--- src/rtl/csr_ram_port_arbiter_if.sv ---
// Request/response and RAM command bundle shared by the two requesters and the
// arbiter. The slave modport is the arbiter side and the master modport is the environment side.
interface csr_ram_port_arbiter_if #(
    parameter int WORD_BIT_WIDTH      = 32,
    parameter int WORD_ADDR_BIT_WIDTH = 6
);
    localparam int BE_W = WORD_BIT_WIDTH / 8;

    logic [1:0]                          i_req;
    logic [1:0]                          i_req_is_wr;
    logic [1:0][WORD_ADDR_BIT_WIDTH-1:0] i_req_word_addr;
    logic [1:0][WORD_BIT_WIDTH-1:0]      i_req_wr_data;
    logic [1:0][BE_W-1:0]                i_req_wr_byte_en;
    logic [1:0]                          o_ack;
    logic [1:0]                          o_rd_vld;
    logic [WORD_BIT_WIDTH-1:0]           o_rd_data;
    logic                                o_ram_we;
    logic [WORD_ADDR_BIT_WIDTH-1:0]      o_ram_word_addr;
    logic [BE_W-1:0]                     o_ram_wr_byte_en;
    logic [WORD_BIT_WIDTH-1:0]           o_ram_wr_data;
    logic [WORD_BIT_WIDTH-1:0]           i_ram_rd_data;

    modport slave (
        input  i_req, i_req_is_wr, i_req_word_addr, i_req_wr_data, i_req_wr_byte_en,
        input  i_ram_rd_data,
        output o_ack, o_rd_vld, o_rd_data,
        output o_ram_we, o_ram_word_addr, o_ram_wr_byte_en, o_ram_wr_data
    );

    modport master (
        output i_req, i_req_is_wr, i_req_word_addr, i_req_wr_data, i_req_wr_byte_en,
        output i_ram_rd_data,
        input  o_ack, o_rd_vld, o_rd_data,
        input  o_ram_we, o_ram_word_addr, o_ram_wr_byte_en, o_ram_wr_data
    );
endinterface

--- src/rtl/csr_ram_port_arbiter.sv ---
// Round-robin arbiter that shares one single-port RAM between the CSR bridge (0)
// and the datapath engine (1). It registers the RAM command and tags read returns with the issuer.
module csr_ram_port_arbiter #(
    parameter int WORD_BIT_WIDTH      = 32,
    parameter int WORD_ADDR_BIT_WIDTH = 6,
    parameter int RAM_RD_LAT          = 1
) (
    input logic i_clk,
    input logic i_rst,
    csr_ram_port_arbiter_if.slave bus
);
    localparam int BE_W = WORD_BIT_WIDTH / 8;

    logic                           last_gnt;
    logic                           gnt_vld;
    logic                           gnt_id;
    logic                           gnt_is_rd;
    logic                           ram_we_q;
    logic [WORD_ADDR_BIT_WIDTH-1:0] ram_addr_q;
    logic [BE_W-1:0]                ram_be_q;
    logic [WORD_BIT_WIDTH-1:0]      ram_data_q;
    logic [RAM_RD_LAT:0]            pipe_vld;
    logic [RAM_RD_LAT:0]            pipe_id;

    // Under contention the pointer hands the grant to whoever did not win last.
    always_comb begin
        gnt_vld = 1'b0;
        gnt_id  = 1'b0;
        if (!i_rst) begin
            case (bus.i_req)
                2'b01: begin
                    gnt_vld = 1'b1;
                    gnt_id  = 1'b0;
                end
                2'b10: begin
                    gnt_vld = 1'b1;
                    gnt_id  = 1'b1;
                end
                2'b11: begin
                    gnt_vld = 1'b1;
                    gnt_id  = ~last_gnt;
                end
                default: begin
                    gnt_vld = 1'b0;
                    gnt_id  = 1'b0;
                end
            endcase
        end
    end

    assign gnt_is_rd = gnt_vld & ~bus.i_req_is_wr[gnt_id];
    assign bus.o_ack = gnt_vld ? (gnt_id ? 2'b10 : 2'b01) : 2'b00;

    always_ff @(posedge i_clk or posedge i_rst) begin
        if (i_rst) begin
            last_gnt   <= 1'b1;
            ram_we_q   <= 1'b0;
            ram_addr_q <= '0;
            ram_be_q   <= '0;
            ram_data_q <= '0;
        end else if (gnt_vld) begin
            last_gnt   <= gnt_id;
            ram_we_q   <= bus.i_req_is_wr[gnt_id];
            ram_addr_q <= bus.i_req_word_addr[gnt_id];
            ram_data_q <= bus.i_req_wr_data[gnt_id];
            ram_be_q   <= bus.i_req_is_wr[gnt_id] ? bus.i_req_wr_byte_en[gnt_id] : '0;
        end else begin
            ram_we_q <= 1'b0;
            ram_be_q <= '0;
        end
    end

    // Stage 0 corresponds to the command cycle; the last stage lines up with RAM data.
    always_ff @(posedge i_clk or posedge i_rst) begin
        if (i_rst) begin
            pipe_vld <= '0;
            pipe_id  <= '0;
        end else begin
            pipe_vld <= {pipe_vld[RAM_RD_LAT-1:0], gnt_is_rd};
            pipe_id  <= {pipe_id[RAM_RD_LAT-1:0], gnt_id};
        end
    end

    assign bus.o_rd_vld = pipe_vld[RAM_RD_LAT] ? (pipe_id[RAM_RD_LAT] ? 2'b10 : 2'b01) : 2'b00;
    assign bus.o_rd_data        = i_rst ? '0 : bus.i_ram_rd_data;
    assign bus.o_ram_we         = ram_we_q;
    assign bus.o_ram_word_addr  = ram_addr_q;
    assign bus.o_ram_wr_byte_en = ram_be_q;
    assign bus.o_ram_wr_data    = ram_data_q;
endmodule

--- src/flat_wrapper.sv ---
// flat-port wrapper written by rule: the top's interface ports become plain ports
module csr_ram_port_arbiter_flat 
#(
    parameter int WORD_BIT_WIDTH      = 32,
    parameter int WORD_ADDR_BIT_WIDTH = 6,
    parameter int RAM_RD_LAT          = 1
)
  (i_clk, i_rst, bus_i_req, bus_i_req_is_wr, bus_i_req_word_addr, bus_i_req_wr_data, bus_i_req_wr_byte_en, bus_i_ram_rd_data, bus_o_ack, bus_o_rd_vld, bus_o_rd_data, bus_o_ram_we, bus_o_ram_word_addr, bus_o_ram_wr_byte_en, bus_o_ram_wr_data);
  csr_ram_port_arbiter_if #(.WORD_BIT_WIDTH(WORD_BIT_WIDTH), .WORD_ADDR_BIT_WIDTH(WORD_ADDR_BIT_WIDTH)) bus_i ();
  input logic i_clk;
  input logic i_rst;
  input wire logic [$bits(bus_i.i_req)-1:0] bus_i_req;
  input wire logic [$bits(bus_i.i_req_is_wr)-1:0] bus_i_req_is_wr;
  input wire logic [$bits(bus_i.i_req_word_addr)-1:0] bus_i_req_word_addr;
  input wire logic [$bits(bus_i.i_req_wr_data)-1:0] bus_i_req_wr_data;
  input wire logic [$bits(bus_i.i_req_wr_byte_en)-1:0] bus_i_req_wr_byte_en;
  input wire logic [$bits(bus_i.i_ram_rd_data)-1:0] bus_i_ram_rd_data;
  output wire logic [$bits(bus_i.o_ack)-1:0] bus_o_ack;
  output wire logic [$bits(bus_i.o_rd_vld)-1:0] bus_o_rd_vld;
  output wire logic [$bits(bus_i.o_rd_data)-1:0] bus_o_rd_data;
  output wire logic [$bits(bus_i.o_ram_we)-1:0] bus_o_ram_we;
  output wire logic [$bits(bus_i.o_ram_word_addr)-1:0] bus_o_ram_word_addr;
  output wire logic [$bits(bus_i.o_ram_wr_byte_en)-1:0] bus_o_ram_wr_byte_en;
  output wire logic [$bits(bus_i.o_ram_wr_data)-1:0] bus_o_ram_wr_data;
  assign bus_i.i_req = bus_i_req;
  assign bus_i.i_req_is_wr = bus_i_req_is_wr;
  assign bus_i.i_req_word_addr = bus_i_req_word_addr;
  assign bus_i.i_req_wr_data = bus_i_req_wr_data;
  assign bus_i.i_req_wr_byte_en = bus_i_req_wr_byte_en;
  assign bus_i.i_ram_rd_data = bus_i_ram_rd_data;
  assign bus_o_ack = bus_i.o_ack;
  assign bus_o_rd_vld = bus_i.o_rd_vld;
  assign bus_o_rd_data = bus_i.o_rd_data;
  assign bus_o_ram_we = bus_i.o_ram_we;
  assign bus_o_ram_word_addr = bus_i.o_ram_word_addr;
  assign bus_o_ram_wr_byte_en = bus_i.o_ram_wr_byte_en;
  assign bus_o_ram_wr_data = bus_i.o_ram_wr_data;
  csr_ram_port_arbiter #(.WORD_BIT_WIDTH(WORD_BIT_WIDTH), .WORD_ADDR_BIT_WIDTH(WORD_ADDR_BIT_WIDTH), .RAM_RD_LAT(RAM_RD_LAT)) u_core (.i_clk(i_clk), .i_rst(i_rst), .bus(bus_i));
endmodule
--- config.mk ---
export PLATFORM = sky130hd
export DESIGN_NAME = csr_ram_port_arbiter_flat
export DESIGN_NICKNAME = d
export VERILOG_FILES = /design/src/rtl/csr_ram_port_arbiter_if.sv /design/src/rtl/csr_ram_port_arbiter.sv /design/src/flat_wrapper.sv
export SDC_FILE = /design/constraint.sdc
export NUM_CORES = 1
export LEC_CHECK = 0
export CORE_UTILIZATION = 32
export DETAILED_ROUTE_END_ITERATION = 10
export PLACE_DENSITY = 0.78
export RECOVER_POWER = 100
export SLEW_MARGIN = 20
export SYNTH_ARGS = -nofsm -noshare
export SYNTH_HDL_FRONTEND = slang
export SYNTH_SLANG_ARGS = --single-unit
--- constraint.sdc ---
create_clock -name i_clk -period 3.3 [get_ports i_clk]
set_input_delay 0.495 -clock i_clk [delete_from_list [all_inputs] [get_ports i_clk]]
set_output_delay 0.495 -clock i_clk [all_outputs]
set_load 0.01 [all_outputs]
==> reports/results.tsv, run 1 <==
stage	metric	value	unit
detailed_routing	drt_first_pass_iters	4	
worst_setup_path	arrival	2.90	ns
run	cap_violations	0	
power	switching_power	0.467	mW
worst_setup_path	crit_slowest_cell	clkbuf_1	
floorplanning	initial_core_util	33.9	%
synth	ys_ff_latch	48	
synth	yosys.area.top_type	dfrtp_1	
detailed_routing	drt_first_iter_violations	92	
detailed_routing	route.detailed.drc	0	
synth	synth_ff_type	dfrtp_1	
synth	yosysWarnings	0	
floorplanning	core.rowCount	30	
power	p_int	1.22	mW
synth	netlist_top_cells_area	dfrtp_1 50%, nor2b_1 8.8%, a21oi_1 8.3%, a221o_1 8.1%, and2_1 5.3%	
clock_tree	cts_setup_buffers	0	
worst_setup_path	critPathLaunchType	input pin	
power	power	1.69	mW
synth	synth_edf_count	0	
clock_tree	cts_tree	built	
floorplanning	io_pins	201	
timing	fin_setup_tns	0	ns
floorplanning	die_area	7710	µm²
timing	max_freq	376	MHz
power	power.leakage	1.88	nW
synth	syn_area	2350	µm²
worst_setup_path	required	3.54	ns
floorplanning	core-area	6940	µm²
synth	async_flop_share	100	%
synth	syn_nets	366	
synth	synth_cell_types	22	
timing	finalSetupViolations	0	
run_status	outcome	complete, no violations	
power	power_frac_comb	32.8	%
floorplanning	fp.dieH	87.8	µm
timing	post-route-period-util	80.7	%
detailed_routing	wl_per_cell	15.1	µm
global_route	antenna_found_initial	0	
clock_tree	cts_sinks	48	
detailed_routing	viasPerCell	4.90	
clock_tree	cts_buffers	5	
layout	drive_gt1_share	4.33	%
power	switching_share	27.6	%
placed_design	io_buffers	200	
worst_setup_path	crit_chain	dlygate4sd3_1 -> a21bo_2 -> clkbuf_2 -> nor2_2 -> clkbuf_1 -> a221o_1	
global_route	grt_pass1_wl	12400	µm
synth	post_synth_inst_count	244	
layout	diodes	0	
synth	synth.avg_cell_area	9.65	µm²
layout	syn2layout_area_growth	92.8	%
power	peakVddDrop	0.217	mV
clock_tree	ctsResizeCount	0	
clock_tree	root_buffer	clkbuf_8	
timing	rsz0062_at_grt	no	
worst_setup_path	cp_max_fo	25	
placed_design	gp_congestion	0.769	
synth	yosysMostFrequentCell	dfrtp_1	
worst_setup_path	end_kind	flop	
timing	fin_skew	0.00587	ns
timing	hold_ws	0.358	ns
detailed_routing	drt_wl_total	8080	µm
synth	synth_common_cells	47 x dfrtp_1, 39 x a21oi_1, 33 x nor2b_1, 24 x o21ai_0, 22 x nor2_1	
floorplanning	die_width	87.8	µm
global_route	overflow	0	
clock_tree	clockBufferDepth	2	
detailed_routing	detail-route-antenna-nets	0	
layout	stdcell_count	535	
detailed_routing	vias	2619	
timing	slew_viol_final	0	
hold_path	hp-class	flop to flop	
global_route	track_usage	20.8	%
synth	seq_area_frac_synth	51.1	%
power	clockPowerShare	25.8	%
power	p_per_area	372	nW/µm²
clock_tree	clk_pin_slew_worst_paths	0.10	ns
global_route	grt_pass1_vias	2621	
layout	nets	560	
placed_design	dp.final_hpwl	5850	µm
layout	design_area	4540	µm²
clock_tree	cts_hold_buf	0	
clock_tree	htreeDepth	2	
placed_design	dpl_cell_area	4440	µm²
synth	synth_top_area_share	49.9	%
placed_design	dp.cells	527	
global_route	grt_max_degree	54	
timing	finalCriticalPeriod	2.66	ns
power	p_seq_share	41.4	%
worst_setup_path	critPathMaxStageDelay	0.75	ns
worst_setup_path	crit_type	input pin to flop	
timing	maxSlewHeadroom	15.6	%
timing	hold_viol	0	
timing	max_slew.worst_pin.slew	1.27	ns
clock_tree	clk_latency	0.30	ns
==> layer usage <==
layer	wire, µm	vias to the layer above	track usage (%)
li1	-	1249	-
met2	4050	140	36.6
met5	0	-	0
met4	87	0	7.30
met3	678	8	4.62
met1	3260	1222	25.0
==> path summary, 6_finish.rpt <==
path	start	end	slack [ns]	cells past startpoint
min reg2reg	u_core.pipe_id[0]	u_core.pipe_id[1]	0.36	0
min in group asynchronous	i_rst	u_core.pipe_vld[0]	0.67	3
max in group asynchronous	i_rst	u_core.bus.o_ram_wr_data[25]	1.87	3
min	u_core.pipe_id[0]	u_core.pipe_id[1]	0.36	0
max reg2reg	u_core.last_gnt	u_core.bus.o_ram_wr_data[4]	1.07	5
max	bus_i_req[1]	u_core.bus.o_ram_wr_data[4]	0.64	6
==> per-stage QoR <==
stage                     worst slack [ns]  utilization (%)
after detailed placement             0.837             63.9
after global routing                 0.473             65.4
after floorplan                      0.676                -
after CTS                            0.824             65.6
final                                0.638             65.4
after global placement               0.831             63.9
==> power by group through the flow <==
stage | Clock [mW] | Sequential [mW] | Combinational [mW]
after floorplan | 0 | 0.746 | 0.184
after global placement | 0 | 0.713 | 0.591
after detailed placement | 0 | 0.714 | 0.600
after CTS | 0.447 | 0.704 | 0.602
after global routing | 0.469 | 0.710 | 0.602
final | 0.435 | 0.700 | 0.554
==> sequential cells by signal (all words and copies together) (netlist names) <==
| register | cells |
|---|---|
| u_core.bus.o_ram_wr_data | 32 |
| u_core.bus.o_ram_word_addr | 6 |
| u_core.bus.o_ram_wr_byte_en | 4 |
| u_core.pipe_id | 2 |
| u_core.pipe_vld | 2 |
| u_core.bus.o_ram_we | 1 |
| u_core.last_gnt | 1 |
==> cell type report <==
class | instances | area (µm²)
clock buffers | 5 | 68.8
clock inverters | 3 | 47.5
fillers | 556 | 2400
inverters | 1 | 3.75
multi-input cells | 174 | 1060
flip-flops and latches | 48 | 1200
well taps | 96 | 120
repair buffers | 208 | 2040
==> critical path: cells and delay by family <==
family	cells	cell delay [ns]
buf+inv	3	1.70
compound gates	2	0.55
simple gates	1	0.15
==> placed cells by master (no fill, tap or decap), types with 4 or more instances in the layout <==
master             n
clkdlybuf4s50_1  119
a211oi_1           4
and2_1            20
nand3_1            5
nor2_1            21
dlygate4sd3_1     80
a221o_1           19
o21ai_0           24
dfrtp_1           47
nor2b_1           33
clkbuf_8           5
a21oi_1           39
==> cells by family (layout without fill, tap and decap cells) <==
| logic type | after synthesis | in the layout | share of synthesized area (%) |
|---|---|---|---|
| AOI/OAI and AO/OA | 92 | 92 | 25.4 |
| buffers and inverters | 22 | 217 | 4.36 |
| DFF | 48 | 48 | 51.1 |
| and+or+nand+nor | 82 | 82 | 19.2 |
Power figures use the tool's default switching activity.
==> run 2: changes to the inputs <==
- CORE_UTILIZATION: 32 -> 29
- PLACE_DENSITY: 0.78 -> 0.74
- clock period: 3.3 -> 2.3 ns (I/O delays scaled with it)
==> reports/results.tsv, run 2 (synthesized netlist as in run 1, its figures left out) <==
stage	metric	value	unit
run	cap_violations	0	
timing	rsz0062_at_grt	no	
power	peakVddDrop	0.230	mV
timing	max_slew.worst_pin.slew	1.32	ns
power	power.leakage	1.86	nW
layout	syn2layout_area_growth	93.3	%
clock_tree	cts_tree	built	
timing	slew_viol_final	0	
worst_setup_path	reg2reg_from	u_core.last_gnt	
layout	drive_gt1_share	5.00	%
worst_setup_path	r2r_slack	0.28	ns
worst_setup_path	arrival	1.88	ns
layout	nets	561	
layout	fill_cells	704	
clock_tree	clk_pin_slew_worst_paths	0.09	ns
timing	fin_skew	0.00537	ns
layout	diodes	0	
floorplanning	initial_core_util	30.2	%
worst_setup_path	r2r-end	u_core.bus.o_ram_wr_data[7]	
detailed_routing	vias	2633	
floorplanning	die_area	8480	µm²
floorplanning	core.rowCount	32	
clock_tree	cts_sinks	48	
timing	fin_setup_tns	0	ns
worst_setup_path	critPathTopFamily	buffers and inverters	
worst_setup_path	required	1.96	ns
timing	hold_viol	0	
global_route	antenna_found_initial	0	
timing	max_freq	450	MHz
global_route	grt_max_degree	54	
placed_design	io_buffers	200	
layout	layout_commonest_cell	clkdlybuf4s50_1	
clock_tree	root_buffer	clkbuf_8	
detailed_routing	drt_wl_total	8420	µm
hold_path	hold-path-cell-count	0	
power	p_per_area	531	nW/µm²
detailed_routing	drt_first_pass_iters	4	
global_route	overflow	0	
detailed_routing	drt_first_iter_violations	55	
worst_setup_path	crit_slowest_cell	dlygate4sd3_1	
clock_tree	ctsResizeCount	0	
floorplanning	die_width	92.1	µm
layout	ff_latch_area	1200	µm²
global_route	track_usage	19.3	%
floorplanning	io_pins	201	
layout	layout_common_cells	126 x clkdlybuf4s50_1, 73 x dlygate4sd3_1, 47 x dfrtp_1, 39 x a21oi_1, 33 x nor2b_1	
worst_setup_path	crit_chain	clkdlybuf4s50_1 -> a21bo_2 -> nor2_1 -> dlygate4sd3_1	
worst_setup_path	end_kind	output port	
floorplanning	fp.dieH	92.1	µm
worst_setup_path	crit_buf_inv	2	
detailed_routing	viasPerCell	4.86	
clock_tree	clockBufferDepth	2	
hold_path	whs_endpoint	u_core.pipe_id[1]	
clock_tree	clk_latency	0.29	ns
layout	utilization	58.3	%
timing	post-route-period-util	96.6	%
global_route	grt_pass1_wl	12900	µm
worst_setup_path	crit_type	input pin to output port	
clock_tree	cts_hold_buf	0	
worst_setup_path	r2r_cells	5	
detailed_routing	route.detailed.drc	0	
clock_tree	cts_setup_buffers	0	
global_route	grt_pass1_vias	2600	
hold_path	hp-class	flop to flop	
hold_path	min_from	u_core.pipe_id[0]	
worst_setup_path	crit_start	bus_i_req[1]	
clock_tree	cts_buffers	5	
timing	finalCriticalPeriod	2.22	ns
power	power	2.42	mW
layout	multi_input_area	1050	µm²
placed_design	gp_congestion	0.768	
floorplanning	core-area	7810	µm²
worst_setup_path	critPathMaxStageDelay	0.63	ns
clock_tree	htreeDepth	2	
worst_setup_path	crit_cells	4	
run_status	outcome	complete, no violations	
worst_setup_path	cp_max_fo	5	
placed_design	dp.final_hpwl	6340	µm
timing	finalSetupViolations	0	
layout	largest_reg_flops	32	
detailed_routing	detail-route-antenna-nets	0	
worst_setup_path	critPathLaunchType	input pin	
timing	maxSlewHeadroom	11.9	%
detailed_routing	wl_per_cell	15.5	µm
run 2: power by group:
group | switching, mW | leakage (nW) | internal (mW) | total [mW]
sequential | 0.0538 | 0.567 | 0.953 | 1.01
clock | 0.290 | 0.0541 | 0.322 | 0.612
combinational | 0.320 | 1.24 | 0.477 | 0.797
total | 0.664 | 1.86 | 1.75 | 2.42
run 2: worst max-delay path by stage:
stage | end | slack (ns)
after floorplan | bus_o_ack[0] | 0.18
after global placement | bus_o_ack[0] | 0.13
after detailed placement | u_core.bus.o_ram_wr_data[7] | 0.1
after CTS | bus_o_ack[0] | 0.10
after global routing | bus_o_rd_data[15] | 0.03
final | bus_o_ack[1] | 0.08
run 2: per-stage QoR:
stage / worst slack (ns) / cell area, µm² / hold WS (ns) / instances
5_1_grt: 0.0326 / 4550 / 0.361 / 542
4_1_cts: 0.103 / 4570 / 0.327 / 542
3_5_place_dp: 0.0973 / 4460 / 0.337 / 534
3_3_place_gp: 0.135 / 4460 / 0.338 / 534
6_report: 0.0785 / 4550 / 0.350 / 542
2_1_floorplan: 0.181 / 2360 / 0.331 / 244
run 2: metal layers:
| layer | share of wire (%) | GRT usage [%] |
|---|---|---|
| met1 | 41 | 23.5 |
| met2 | 50 | 34.0 |
| met3 | 8.1 | 5.06 |
| met4 | 1.1 | 4.04 |
| met5 | 0 | 0 |
run 2: layout make-up:
| class | instances | area share, % |
|---|---|---|
| flip-flops and latches | 48 | 26.4 |
| clock inverters | 3 | 0.935 |
| repair buffers | 209 | 45.0 |
| clock buffers | 5 | 1.51 |
| well taps | 102 | 2.80 |
| multi-input cells | 174 | 23.1 |
| inverters | 1 | 0.165 |
run 2: worst reg2reg max path, cell delays in order, from the launching register on:
cell and delay (ns):
dfstp_2 0.60, a21bo_2 0.16, clkbuf_2 0.41, nor2_1 0.11, buf_2 0.23, a221o_1 0.39
==> run 3: changes to the inputs <==
- CELL_PAD_IN_SITES_DETAIL_PLACEMENT: unset -> 1
- CELL_PAD_IN_SITES_GLOBAL_PLACEMENT: unset -> 1
- CORE_UTILIZATION: 29 -> 20
- PLACE_DENSITY: 0.74 -> 0.75
- SLEW_MARGIN: 20 -> 30
==> reports/results.tsv, run 3 (synthesized netlist as in run 1, its figures left out) <==
stage	metric	value	unit
worst_setup_path	cp_max_fo	5	
floorplanning	io_pins	201	
clock_tree	clk_pin_slew_worst_paths	0.07	ns
floorplanning	core-area	11500	µm²
layout	nets	561	
timing	layout_setup_ws	0.0956	ns
timing	fin_skew	0.00313	ns
clock_tree	cts_sinks	48	
detailed_routing	route.detailed.drc	0	
timing	finalCriticalPeriod	2.20	ns
floorplanning	core.rowCount	39	
placed_design	gp_congestion	0.734	
clock_tree	clk_latency	0.28	ns
clock_tree	htreeDepth	2	
clock_tree	cts_setup_buffers	0	
global_route	grt_max_degree	48	
timing	hold_ws	0.0896	ns
floorplanning	die_width	111	µm
timing	rsz0062_at_grt	no	
power	power_frac_comb	30.8	%
floorplanning	die_area	12200	µm²
worst_setup_path	arrival	1.86	ns
placed_design	io_buffers	200	
detailed_routing	drt_wl_total	9570	µm
power	power	2.65	mW
power	p_int	1.95	mW
clock_tree	cts_buffers	5	
layout	drive_gt1_share	5.23	%
detailed_routing	viasPerCell	4.59	
hold_path	hp-class	input pin to asynchronous set/reset pin	
timing	max_freq	454	MHz
power	clockPowerShare	31.2	%
detailed_routing	wl_per_cell	16.4	µm
global_route	overflow	0	
layout	layout_common_cells	122 x clkdlybuf4s50_1, 77 x dlygate4sd3_1, 47 x dfrtp_1, 39 x a21oi_1, 33 x nor2b_1	
timing	hold_viol	0	
worst_setup_path	critPathMaxStageDelay	0.64	ns
timing	post-route-period-util	95.8	%
clock_tree	cts_tree	built	
run	cap_violations	0	
global_route	grt_pass1_wl	15300	µm
global_route	antenna_found_initial	0	
power	switching_share	26.5	%
layout	layout_commonest_cell	clkdlybuf4s50_1	
detailed_routing	detail-route-antenna-nets	0	
clock_tree	ctsResizeCount	0	
run_status	outcome	complete, no violations	
global_route	grt_pass1_vias	3046	
clock_tree	root_buffer	clkbuf_16	
global_route	track_usage	15.5	%
detailed_routing	vias	2676	
power	power.leakage	1.91	nW
layout	largest_reg_flops	32	
detailed_routing	drt_first_pass_iters	4	
timing	max_slew.worst_pin.slew	1.20	ns
power	p_per_area	567	nW/µm²
timing	maxSlewHeadroom	20.2	%
layout	syn2layout_area_growth	98.8	%
worst_setup_path	crit_chain	clkdlybuf4s50_1 -> a21boi_4 -> a21oi_1 -> clkdlybuf4s50_1	
worst_setup_path	required	1.96	ns
layout	diodes	0	
power	switching_power	0.704	mW
worst_setup_path	crit_slowest_cell	clkdlybuf4s50_1	
detailed_routing	drt_first_iter_violations	111	
worst_setup_path	end_kind	output port	
floorplanning	initial_core_util	20.5	%
timing	finalSetupViolations	0	
timing	fin_setup_tns	0	ns
placed_design	dp.final_hpwl	7250	µm
clock_tree	cts_hold_buf	0	
power	peakVddDrop	0.315	mV
worst_setup_path	critical_path.most_common_cell	clkdlybuf4s50_1	
worst_setup_path	crit_type	input pin to output port	
power	p_seq_share	38.0	%
layout	utilization	40.8	%
floorplanning	fp.dieH	111	µm
clock_tree	clockBufferDepth	2	
timing	slew_viol_final	0	
placed_design	place_ws	0.0256	ns
worst_setup_path	critPathLaunchType	input pin	
[run 3: power groups by stage]
stage	logic, mW	clock network (mW)	registers (mW)
after floorplan	0.265	0	1.07
after global placement	0.861	0	1.03
after detailed placement	0.883	0	1.03
after CTS	0.889	0.856	1.01
after global routing	0.886	0.882	1.02
final	0.818	0.828	1.01
[run 3: worst paths after layout]
kind	cells after the start	endpoint	from	slack, ns
max	4	bus_o_ack[0]	bus_i_req[0]	0.1
min	2	u_core.bus.o_ram_wr_byte_en[2]	i_rst	0.09
max reg2reg	5	u_core.bus.o_ram_word_addr[4]	u_core.last_gnt	0.36
min reg2reg	0	u_core.pipe_vld[1]	u_core.pipe_vld[0]	0.35
max in group asynchronous	3	u_core.bus.o_ram_wr_data[16]	i_rst	0.77
min in group i_clk	0	u_core.pipe_vld[1]	u_core.pipe_vld[0]	0.35
[run 3: final cells by class]
type | instances | area, µm²
clock buffer | 6 | 129
clock inverter | 2 | 35.0
fill | 1297 | 6790
inverter | 1 | 5.00
multi-input combinational | 174 | 1060
sequential | 48 | 1200
tap | 143 | 179
timing repair buffer | 209 | 2070
[run 3: stage by stage]
stage               instances  instance area (µm²)
detailed placement        575                 4530
global route              583                 4680
CTS                       583                 4690
finish                    583                 4680
global placement          575                 4530
floorplan                 244                 2360
[run 3: routing by layer]
| layer | global-route usage (%) | part of all wire [%] |
|---|---|---|
| met1 | 17.3 | 39 |
| met2 | 29.0 | 52 |
| met3 | 4.77 | 8.3 |
| met4 | 2.67 | 0.50 |
| met5 | 0 | 0 |
[run 3: critical path: cells and delay by family]
kind,cells,cell delay (ns)
AOI/OAI and AO/OA,2,0.29
buffers and inverters,2,1.21
